--- config.mk ---
export PLATFORM = sky130hd
export DESIGN_NAME = des_f_pipe_flat
export DESIGN_NICKNAME = d
export VERILOG_FILES = /design/src/rtl/des_f_pipe_pkg.sv /design/src/rtl/des_f_pipe_if.sv /design/src/rtl/des_f_pipe_sbox_bank.sv /design/src/rtl/des_f_pipe.sv /design/src/flat_wrapper.sv
export SDC_FILE = /design/constraint.sdc
export NUM_CORES = 1
export LEC_CHECK = 0
export ABC_AREA = 0
export BUFFER_PORTS_ARGS = -buffer_cell sky130_fd_sc_hd__buf_2
export CAP_MARGIN = 20
export CORE_UTILIZATION = 40
export DETAILED_ROUTE_END_ITERATION = 16
export PLACE_DENSITY = 0.57
export SKIP_CTS_REPAIR_TIMING = 1
export SLEW_MARGIN = 20
export SYNTH_ARGS = -nofsm -noshare
export SYNTH_HDL_FRONTEND = slang
export SYNTH_SLANG_ARGS = --single-unit
--- constraint.sdc ---
create_clock -name clk -period 5 [get_ports clk]
set_input_delay 1 -clock clk [delete_from_list [all_inputs] [get_ports clk]]
set_output_delay 1 -clock clk [all_outputs]
set_load 0.1 [all_outputs]
--- src/rtl/des_f_pipe_pkg.sv ---
// Shared DES round constants: widths, E/P bit tables, S-box contents.
// Bit numbers in the tables are DES-style, 1-based with bit 1 as the MSB.
package des_f_pipe_pkg;

  localparam int HALF_W   = 32;
  localparam int SUBKEY_W = 48;
  localparam int SBOX_N   = 8;

  localparam int E_TAB [SUBKEY_W] = '{
    32,  1,  2,  3,  4,  5,   4,  5,  6,  7,  8,  9,
     8,  9, 10, 11, 12, 13,  12, 13, 14, 15, 16, 17,
    16, 17, 18, 19, 20, 21,  20, 21, 22, 23, 24, 25,
    24, 25, 26, 27, 28, 29,  28, 29, 30, 31, 32,  1
  };

  localparam int P_TAB [HALF_W] = '{
    16,  7, 20, 21, 29, 12, 28, 17,   1, 15, 23, 26,  5, 18, 31, 10,
     2,  8, 24, 14, 32, 27,  3,  9,  19, 13, 30,  6, 22, 11,  4, 25
  };

  // One 256-bit word per box: 64 nibbles, entry (row*16+col) at nibble 0 = MSBs.
  localparam logic [255:0] SBOX [SBOX_N] = '{
    256'hE4D12FB83A6C5907_0F74E2D1A6CB9538_41E8D62BFC973A50_FC8249175B3EA06D,
    256'hF18E6B34972DC05A_3D47F28EC01A69B5_0E7BA4D158C6932F_D8A13F42B67C05E9,
    256'hA09E63F51DC7B428_D709346A285ECBF1_D6498F30B12C5AE7_1AD069874FE3B52C,
    256'h7DE3069A1285BC4F_D8B56F03472C1AE9_A690CB7DF13E5284_3F06A1D8945BC72E,
    256'h2C417AB6853FD0E9_EB2C47D150FA3986_421BAD78F9C5630E_B8C71E2D6F09A453,
    256'hC1AF92680D34E75B_AF427C9561DE0B38_9EF528C3704A1DB6_432C95FABE17608D,
    256'h4B2EF08D3C975A61_D0B7491AE35C2F86_14BDC37EAF680592_6BD814A7950FE23C,
    256'hD2846FB1A93E50C7_1FD8A374C56B0E92_7B419CE206ADF358_21E74A8DFC90356B
  };

  typedef struct packed {
    logic [HALF_W-1:0]   l;
    logic [HALF_W-1:0]   r;
    logic [SUBKEY_W-1:0] x;
    logic                last;
  } s1_t;

  // Row is {a6,a1}, column a5..a2; together they form the table index.
  function automatic logic [5:0] sbox_idx(input logic [5:0] a);
    return {a[5], a[0], a[4:1]};
  endfunction

endpackage

--- src/rtl/des_f_pipe_if.sv ---
// Input/output stream handshake for one DES round beat.
interface des_f_pipe_if;
  import des_f_pipe_pkg::*;

  logic                in_valid;
  logic                in_ready;
  logic [HALF_W-1:0]   in_l;
  logic [HALF_W-1:0]   in_r;
  logic [SUBKEY_W-1:0] in_k;
  logic                in_last;
  logic                out_valid;
  logic                out_ready;
  logic [HALF_W-1:0]   out_l;
  logic [HALF_W-1:0]   out_r;
  logic [HALF_W-1:0]   out_f;

  modport slave (
    input  in_valid, in_l, in_r, in_k, in_last, out_ready,
    output in_ready, out_valid, out_l, out_r, out_f
  );

  modport master (
    output in_valid, in_l, in_r, in_k, in_last, out_ready,
    input  in_ready, out_valid, out_l, out_r, out_f
  );

endinterface

--- src/rtl/des_f_pipe_sbox_bank.sv ---
// Combinational S-box layer: eight 6-to-4 lookups, S1 on the MSBs.
module des_sbox
  import des_f_pipe_pkg::*;
#(
  parameter int IDX = 0
) (
  input  logic [5:0] i_a,
  output logic [3:0] o_s
);

  logic [5:0] w_sel;

  assign w_sel = 6'd63 - sbox_idx(i_a);
  assign o_s   = SBOX[IDX][{w_sel, 2'b00} +: 4];

endmodule

module des_sbox_bank
  import des_f_pipe_pkg::*;
(
  input  logic [SUBKEY_W-1:0] i_x,
  output logic [HALF_W-1:0]   o_s
);

  for (genvar gi = 0; gi < SBOX_N; gi++) begin : g_sbox
    des_sbox #(.IDX(gi)) u_sbox (
      .i_a (i_x[SUBKEY_W-1-6*gi -: 6]),
      .o_s (o_s[HALF_W-1-4*gi -: 4])
    );
  end

endmodule

--- src/rtl/des_f_pipe.sv ---
// Two-stage DES round: stage 1 registers E(R)^K, stage 2 registers S/P and the
// Feistel mix. Each stage loads when empty or when its successor drains.
module des_f_pipe
  import des_f_pipe_pkg::*;
(
  input  logic          clk,
  input  logic          rst,
  des_f_pipe_if.slave   bus
);

  localparam int STAGES = 2;

  logic [STAGES:1]     r_vld_pipe;
  s1_t                 r_s1;
  logic [HALF_W-1:0]   r_out_l;
  logic [HALF_W-1:0]   r_out_r;
  logic [HALF_W-1:0]   r_out_f;

  logic                w_s1_adv;
  logic                w_s2_adv;
  logic                w_acc;
  logic [SUBKEY_W-1:0] w_e;
  logic [HALF_W-1:0]   w_sbox;
  logic [HALF_W-1:0]   w_f;
  logic [HALF_W-1:0]   w_mix;

  for (genvar gi = 0; gi < SUBKEY_W; gi++) begin : g_e
    assign w_e[SUBKEY_W-1-gi] = bus.in_r[HALF_W-E_TAB[gi]];
  end

  des_sbox_bank u_sbox_bank (
    .i_x (r_s1.x),
    .o_s (w_sbox)
  );

  for (genvar gi = 0; gi < HALF_W; gi++) begin : g_p
    assign w_f[HALF_W-1-gi] = w_sbox[HALF_W-P_TAB[gi]];
  end

  // in_ready depends only on state and out_ready, never on in_valid.
  assign w_s2_adv = !r_vld_pipe[2] || bus.out_ready;
  assign w_s1_adv = !r_vld_pipe[1] || w_s2_adv;
  assign w_acc    = bus.in_valid && w_s1_adv;
  assign w_mix    = r_s1.l ^ w_f;

  always_ff @(posedge clk) begin
    if (rst) begin
      r_vld_pipe <= '0;
      r_s1       <= '0;
      r_out_l    <= '0;
      r_out_r    <= '0;
      r_out_f    <= '0;
    end else begin
      if (w_s1_adv) r_vld_pipe[1] <= w_acc;
      if (w_s2_adv) r_vld_pipe[2] <= r_vld_pipe[1];
      if (w_acc) begin
        r_s1.l    <= bus.in_l;
        r_s1.r    <= bus.in_r;
        r_s1.x    <= w_e ^ bus.in_k;
        r_s1.last <= bus.in_last;
      end
      // Final round leaves the halves unswapped.
      if (w_s2_adv && r_vld_pipe[1]) begin
        r_out_f <= w_f;
        r_out_l <= r_s1.last ? w_mix  : r_s1.r;
        r_out_r <= r_s1.last ? r_s1.r : w_mix;
      end
    end
  end

  assign bus.in_ready  = w_s1_adv;
  assign bus.out_valid = r_vld_pipe[2];
  assign bus.out_l     = r_out_l;
  assign bus.out_r     = r_out_r;
  assign bus.out_f     = r_out_f;

endmodule

--- src/flat_wrapper.sv ---
// flat-port wrapper written by rule: the top's interface ports become plain ports
module des_f_pipe_flat import des_f_pipe_pkg::*;
  (clk, rst, bus_in_valid, bus_in_l, bus_in_r, bus_in_k, bus_in_last, bus_out_ready, bus_in_ready, bus_out_valid, bus_out_l, bus_out_r, bus_out_f);
  des_f_pipe_if bus_i ();
  input  logic clk;
  input  logic rst;
  input wire logic [$bits(bus_i.in_valid)-1:0] bus_in_valid;
  input wire logic [$bits(bus_i.in_l)-1:0] bus_in_l;
  input wire logic [$bits(bus_i.in_r)-1:0] bus_in_r;
  input wire logic [$bits(bus_i.in_k)-1:0] bus_in_k;
  input wire logic [$bits(bus_i.in_last)-1:0] bus_in_last;
  input wire logic [$bits(bus_i.out_ready)-1:0] bus_out_ready;
  output wire logic [$bits(bus_i.in_ready)-1:0] bus_in_ready;
  output wire logic [$bits(bus_i.out_valid)-1:0] bus_out_valid;
  output wire logic [$bits(bus_i.out_l)-1:0] bus_out_l;
  output wire logic [$bits(bus_i.out_r)-1:0] bus_out_r;
  output wire logic [$bits(bus_i.out_f)-1:0] bus_out_f;
  assign bus_i.in_valid = bus_in_valid;
  assign bus_i.in_l = bus_in_l;
  assign bus_i.in_r = bus_in_r;
  assign bus_i.in_k = bus_in_k;
  assign bus_i.in_last = bus_in_last;
  assign bus_i.out_ready = bus_out_ready;
  assign bus_in_ready = bus_i.in_ready;
  assign bus_out_valid = bus_i.out_valid;
  assign bus_out_l = bus_i.out_l;
  assign bus_out_r = bus_i.out_r;
  assign bus_out_f = bus_i.out_f;
  des_f_pipe u_core (.clk(clk), .rst(rst), .bus(bus_i));
endmodule
=== After elaboration in Yosys (flattened, before gate mapping) ===
Index checks and enable logic that the tools add are counted.

* Register bits after elaboration: 211
* Bits of input ports: 117
* Word-level logic and storage cells: 35

* $add $sub $neg: 8
* Shifts and indexed selects: 8
* Muxes and demuxes: 2
* Bitwise logic cells: 2
* Reductions and logical operators: 6

{| class="wikitable"
|+ Operators by type and width
! cell !! number
|-
| variable part select 256 x 9 -> 4 bit (first input constant) || 8
|-
| 2-to-1 mux 32 bit || 2
|-
| subtractor 6 bit (first input constant) || 8
|-
| bitwise XOR 48 bit || 1
|-
| bitwise XOR 32 bit || 1
|-
| logical AND 1 bit || 2
|-
| zero test 1 bit || 2
|-
| logical OR 1 bit || 2
|}

=== Logic depth before layout (Yosys ltp) ===
* Word-level depth: 4
* Depth in mapped cells: 10
* Depth with buffers taken out: 8

=== By module ===
Synthesis repeated with hierarchy kept, for this count alone.

* Cells, all modules: 1768
* Area total of the unflattened synthesis: 14960.6 µm²

{| class="wikitable"
|+ Modules (own cells, without submodules)
! module !! instances !! cells each !! area an instance (µm²) !! seq. area each (µm²)
|-
| des_f_pipe || 1 || 1051 || 9686.8 || 4224.1
|-
| des_sbox at u_core.u_sbox_bank.g_sbox[5].u_sbox || 1 || 97 || 715.7 || 0.0
|-
| des_sbox at u_core.u_sbox_bank.g_sbox[7].u_sbox || 1 || 95 || 706.9 || 0.0
|-
| des_sbox at u_core.u_sbox_bank.g_sbox[0].u_sbox || 1 || 92 || 688.2 || 0.0
|-
| des_sbox at u_core.u_sbox_bank.g_sbox[2].u_sbox || 1 || 97 || 678.2 || 0.0
|-
| des_sbox at u_core.u_sbox_bank.g_sbox[4].u_sbox || 1 || 95 || 674.4 || 0.0
|-
| des_sbox at u_core.u_sbox_bank.g_sbox[1].u_sbox || 1 || 83 || 656.9 || 0.0
|-
| des_sbox at u_core.u_sbox_bank.g_sbox[6].u_sbox || 1 || 88 || 615.6 || 0.0
|-
| des_sbox at u_core.u_sbox_bank.g_sbox[3].u_sbox || 1 || 70 || 538.0 || 0.0
|}

=== Worst setup path before layout ===
OpenSTA, ideal clock, no wires.

* Path kind: register to register
* Start point: reg u_core.r_vld_pipe[2] (netlist bit)
* End point: reg u_core.r_s1[24] (netlist bit)
* Library setup time: 0.086 ns
* Data arrival time: 3.017 ns
* Data required time: 4.914 ns
* Setup slack: 1.898 ns
* Stages on the path, launching flop included: 8
* Buffers on the path: 3
* Path through: dfxtp_1 > nor2b_1 > nand2_1 > and2_1 > clkbuf_1 > clkbuf_1 > buf_1 > a211oi_1

* Longest elaborated chain between the ends: 4

{| class="wikitable"
|+ Ends and longest elaborated chain
! what !! line !! source
|-
| from (decl) || des_f_pipe.sv:13 || <nowiki>logic [STAGES:1] r_vld_pipe;</nowiki>
|-
| zero test 1 bit || des_f_pipe.sv:41 || <nowiki>assign w_s2_adv = !r_vld_pipe[2] || bus.out_ready;</nowiki>
|-
| logical OR 1 bit || des_f_pipe.sv:41 ||
|-
| logical OR 1 bit || des_f_pipe.sv:42 || <nowiki>assign w_s1_adv = !r_vld_pipe[1] || w_s2_adv;</nowiki>
|-
| named net bus_in_ready || flat_wrapper.sv:13 || <nowiki>output wire logic [$bits(bus_i.in_ready)-1:0] bus_in_ready;</nowiki>
|-
| logical AND 1 bit || des_f_pipe.sv:43 || <nowiki>assign w_acc = bus.in_valid && w_s1_adv;</nowiki>
|-
| to (decl) || des_f_pipe.sv:14 || <nowiki>s1_t r_s1;</nowiki>
|}

The timed path passes the listed nets, and every way through them passes these cells.
A chain may end at the register's enable or synchronous reset.

=== Final worst setup path ===
* Start point: reg u_core.r_s1[38] (netlist bit)
* End point: reg u_core.r_out_l[30] (netlist: u_core.bus.out_l[30])

* Longest elaborated chain between the ends: 4

{| class="wikitable"
|+ Ends and longest elaborated chain
! what !! line !! source
|-
| subtractor 6 bit || des_f_pipe_sbox_bank.sv:13 || <nowiki>assign w_sel = 6'd63 - sbox_idx(i_a);</nowiki>
|-
| variable part select 256 x 9 -> 4 bit || des_f_pipe_sbox_bank.sv:14 || <nowiki>assign o_s = SBOX[IDX][{w_sel, 2'b00} +: 4];</nowiki>
|-
| bitwise XOR 32 bit || des_f_pipe.sv:44 || <nowiki>assign w_mix = r_s1.l ^ w_f;</nowiki>
|-
| 2-to-1 mux 32 bit || des_f_pipe.sv:65 || <nowiki>r_out_l <= r_s1.last ? w_mix : r_s1.r;</nowiki>
|-
| to (signal assigned) || des_f_pipe.sv:65 ||
|-
| to (decl) || des_f_pipe.sv:15 || <nowiki>logic [HALF_W-1:0] r_out_l;</nowiki>
|}

Every way passes these cells.

==> out/results.ini <==
[flow_run]
maxCapViolations = 0

[placement]
dp_hpwl_um = 31010
portBuffers = 214
dp_slack_ps = 1802
globalplace.congestion = 0.8773
dp.cells = 2273

[clocking]
cts.sinks = 211
clkTransAtPathRegs_ps = 60
clk_path_buf_depth = 3
htree_levels = 1
cts_tree = done
cts_made_buffers = 26
insertion_delay_ps = 540
cts-root-buf = clkbuf_16

[setup_path]
cpMaxStageDelayCell = a311oi_1
cp_max_fo = 14
setup.worst_path.start_class = register
worstSetupPathType = reg2reg
max_stage_delay_ps = 800
cpMostUsedCell = a311oi_1
crit_arrival_ps = 3520
end_kind = register
cp.required_ps = 5460
cp_cell_sequence = inv_1 > ha_1 > nor2_1 > a211oi_1 > a311oi_1 > a311oi_1 > nand3_1 > a31oi_1

[floorplanning]
initial_utilization_pct = 41.10
io_pins = 215
coreArea_mm2 = 0.03387
dieArea_mm2 = 0.03555
die_h_um = 188.5
rows = 67
die_x_um = 188.5

[yosys]
yosysUniqueCellTypes = 79
synth_cells = 1760
synthesis.area_mm2 = 0.01392
ys_ff_latch = 211
yosysSeqAreaShare_pct = 30.35
syn-num-nets = 1940
synth_edf_count = 0
synth.avg_cell_area_um2 = 7.909
yosysTopAreaCellShare_pct = 30.35
synth_area_leaders = dfxtp_1, nand2_1, ha_1, a21oi_1, mux4_2
yosys_most_used_dff = dfxtp_1
yosys.area.top_type = dfxtp_1
yosysWarnings = 0
async_flop_share_pct = 0

[outcome]
status = finished clean

[sta]
rsz0062_at_grt = false
setup_viol = 0
relSlewSlack_pct = 28.82
slew_violations = 0
period_share_pct = 61.16
postLayoutSetupSlackWorst_ps = 1942
hold_violations = 0
fin_tns_setup_ps = 0
maxClockFrequency_mhz = 327.0
finalClockSkew_ps = 13.56
post-route-min-period_ps = 3058
tightestPinTransition_ps = 1066

[cells_and_area]
fin_cells = 2321
diodes = 0
most-common-layout-cells = nand2_1, buf_2, dfxtp_1
area_delta_synth_final_pct = 13.96
mostFrequentLayoutCell = nand2_1
nets = 2033
drive_gt1_share_pct = 18.10

[drt]
m1WireLength_um = 20770
wire_per_inst_um = 18.79
dr_wl_met3_um = 2425
drt_iter0_drc = 957
topRoutingLayerUsed = met4
avgViaCountPerCell = 5.689
drt_wl_total_um = 43620
route.met2.wl_um = 19460
final_antenna_net_count = 0
drt_first_pass_iters = 5
vias = 13210
drcViolationCount = 0

[pwr]
leakage_nw = 6.389
irDropWorstVdd_uv = 277.5
p_per_area_mw_per_mm2 = 351.5
total_power_mw = 5.576

[min_path]
hp-class = reg2reg

[global_route]
grt_pass1_wl_um = 68050
antenna_found_initial = 0
track_usage_pct = 23.91
grt_pass1_vias = 11880
grt_max_degree = 130
grt_overflow = 0

==> state kept, by name, indices dropped and copies added (netlist names) <==
register / flops
u_core.bus.out_r: 32
u_core.bus.out_l: 32
u_core.r_vld_pipe: 2
u_core.r_s1: 113
u_core.bus.out_f: 32
==> critical path, delay by kind of cell, from the launching register on <==
kind | cells | cell delay [ps]
AO/OA/AOI/OAI | 4 | 1340
flip-flops | 1 | 640
adder cells (fa/ha/maj) | 1 | 530
buffers and inverters | 1 | 210
AND/OR/NAND/NOR | 2 | 260
==> through the flow <==
step | utilization (%) | instance area [µm²] | hold WS [ps]
floorplan | - | 13920 | 442.2
global placement | 44.27 | 14990 | 448.8
detailed placement | 44.27 | 14990 | 448.6
CTS | 46.83 | 15860 | 456.0
global route | 46.84 | 15860 | 467.3
finish | 46.84 | 15860 | 455.9
==> report_power, final <==
part	switching (mW)	internal (mW)
registers	0.242	1.80
clock network	0.784	1.12
logic	1.08	0.546
==> path summary, 6_finish.rpt <==
path                        start              endpoint  slack [ps]  cells past startpoint
max               u_core.r_s1[38]  u_core.bus.out_l[30]        1940                      8
min          u_core.bus.out_l[24]  u_core.bus.out_l[24]         460                      2
max reg2reg       u_core.r_s1[38]  u_core.bus.out_l[30]        1940                      8
min reg2reg  u_core.bus.out_l[24]  u_core.bus.out_l[24]         460                      2
==> synth_stat cells (10+ instances only) <==
master    instances
nor3_1           40
and4_1           10
clkbuf_1        101
a31oi_1          44
o21ai_1          34
o31ai_1          16
o21ai_0          59
nand3_1          23
ha_1             63
or3_1            15
a21oi_1         153
mux2i_1          43
a211oi_1         73
mux4_2           32
inv_1            37
xor2_1           53
a311oi_1         10
dfxtp_1         211
nand2b_1         34
o211ai_1         10
inv_2            14
xnor2_1          31
nand2_1         251
nor2b_1          34
buf_2            33
nor2_1          149
buf_1            16
==> final cells by class <==
cell class | count | area, µm²
Clock buffer | 32 | 714.4
Clock inverter | 16 | 153.9
Fill cell | 3430 | 18000
Inverter | 53 | 198.9
Multi-Input combinational cell | 1334 | 8822
Sequential cell | 211 | 4229
Tap cell | 448 | 560.5
Timing Repair Buffer | 227 | 1184
==> per-layer routing <==
layer | vias up | GRT usage, %
li1 | 6435 | -
met1 | 6310 | 35.24
met2 | 407 | 36.69
met3 | 53 | 3.148
met4 | 0 | 5.583
met5 | - | 0
==> cell families after synthesis <==
logic type	after synthesis	synth area share [%]
multiplexers	90	9.564
buffers and inverters	215	6.454
adder cells (fa/ha/maj)	63	5.663
AO/OA/AOI/OAI	491	22.71
XOR/XNOR	84	5.285
AND/OR/NAND/NOR	606	19.97
flip-flops	211	30.35
Power figures use the tool's default switching activity.
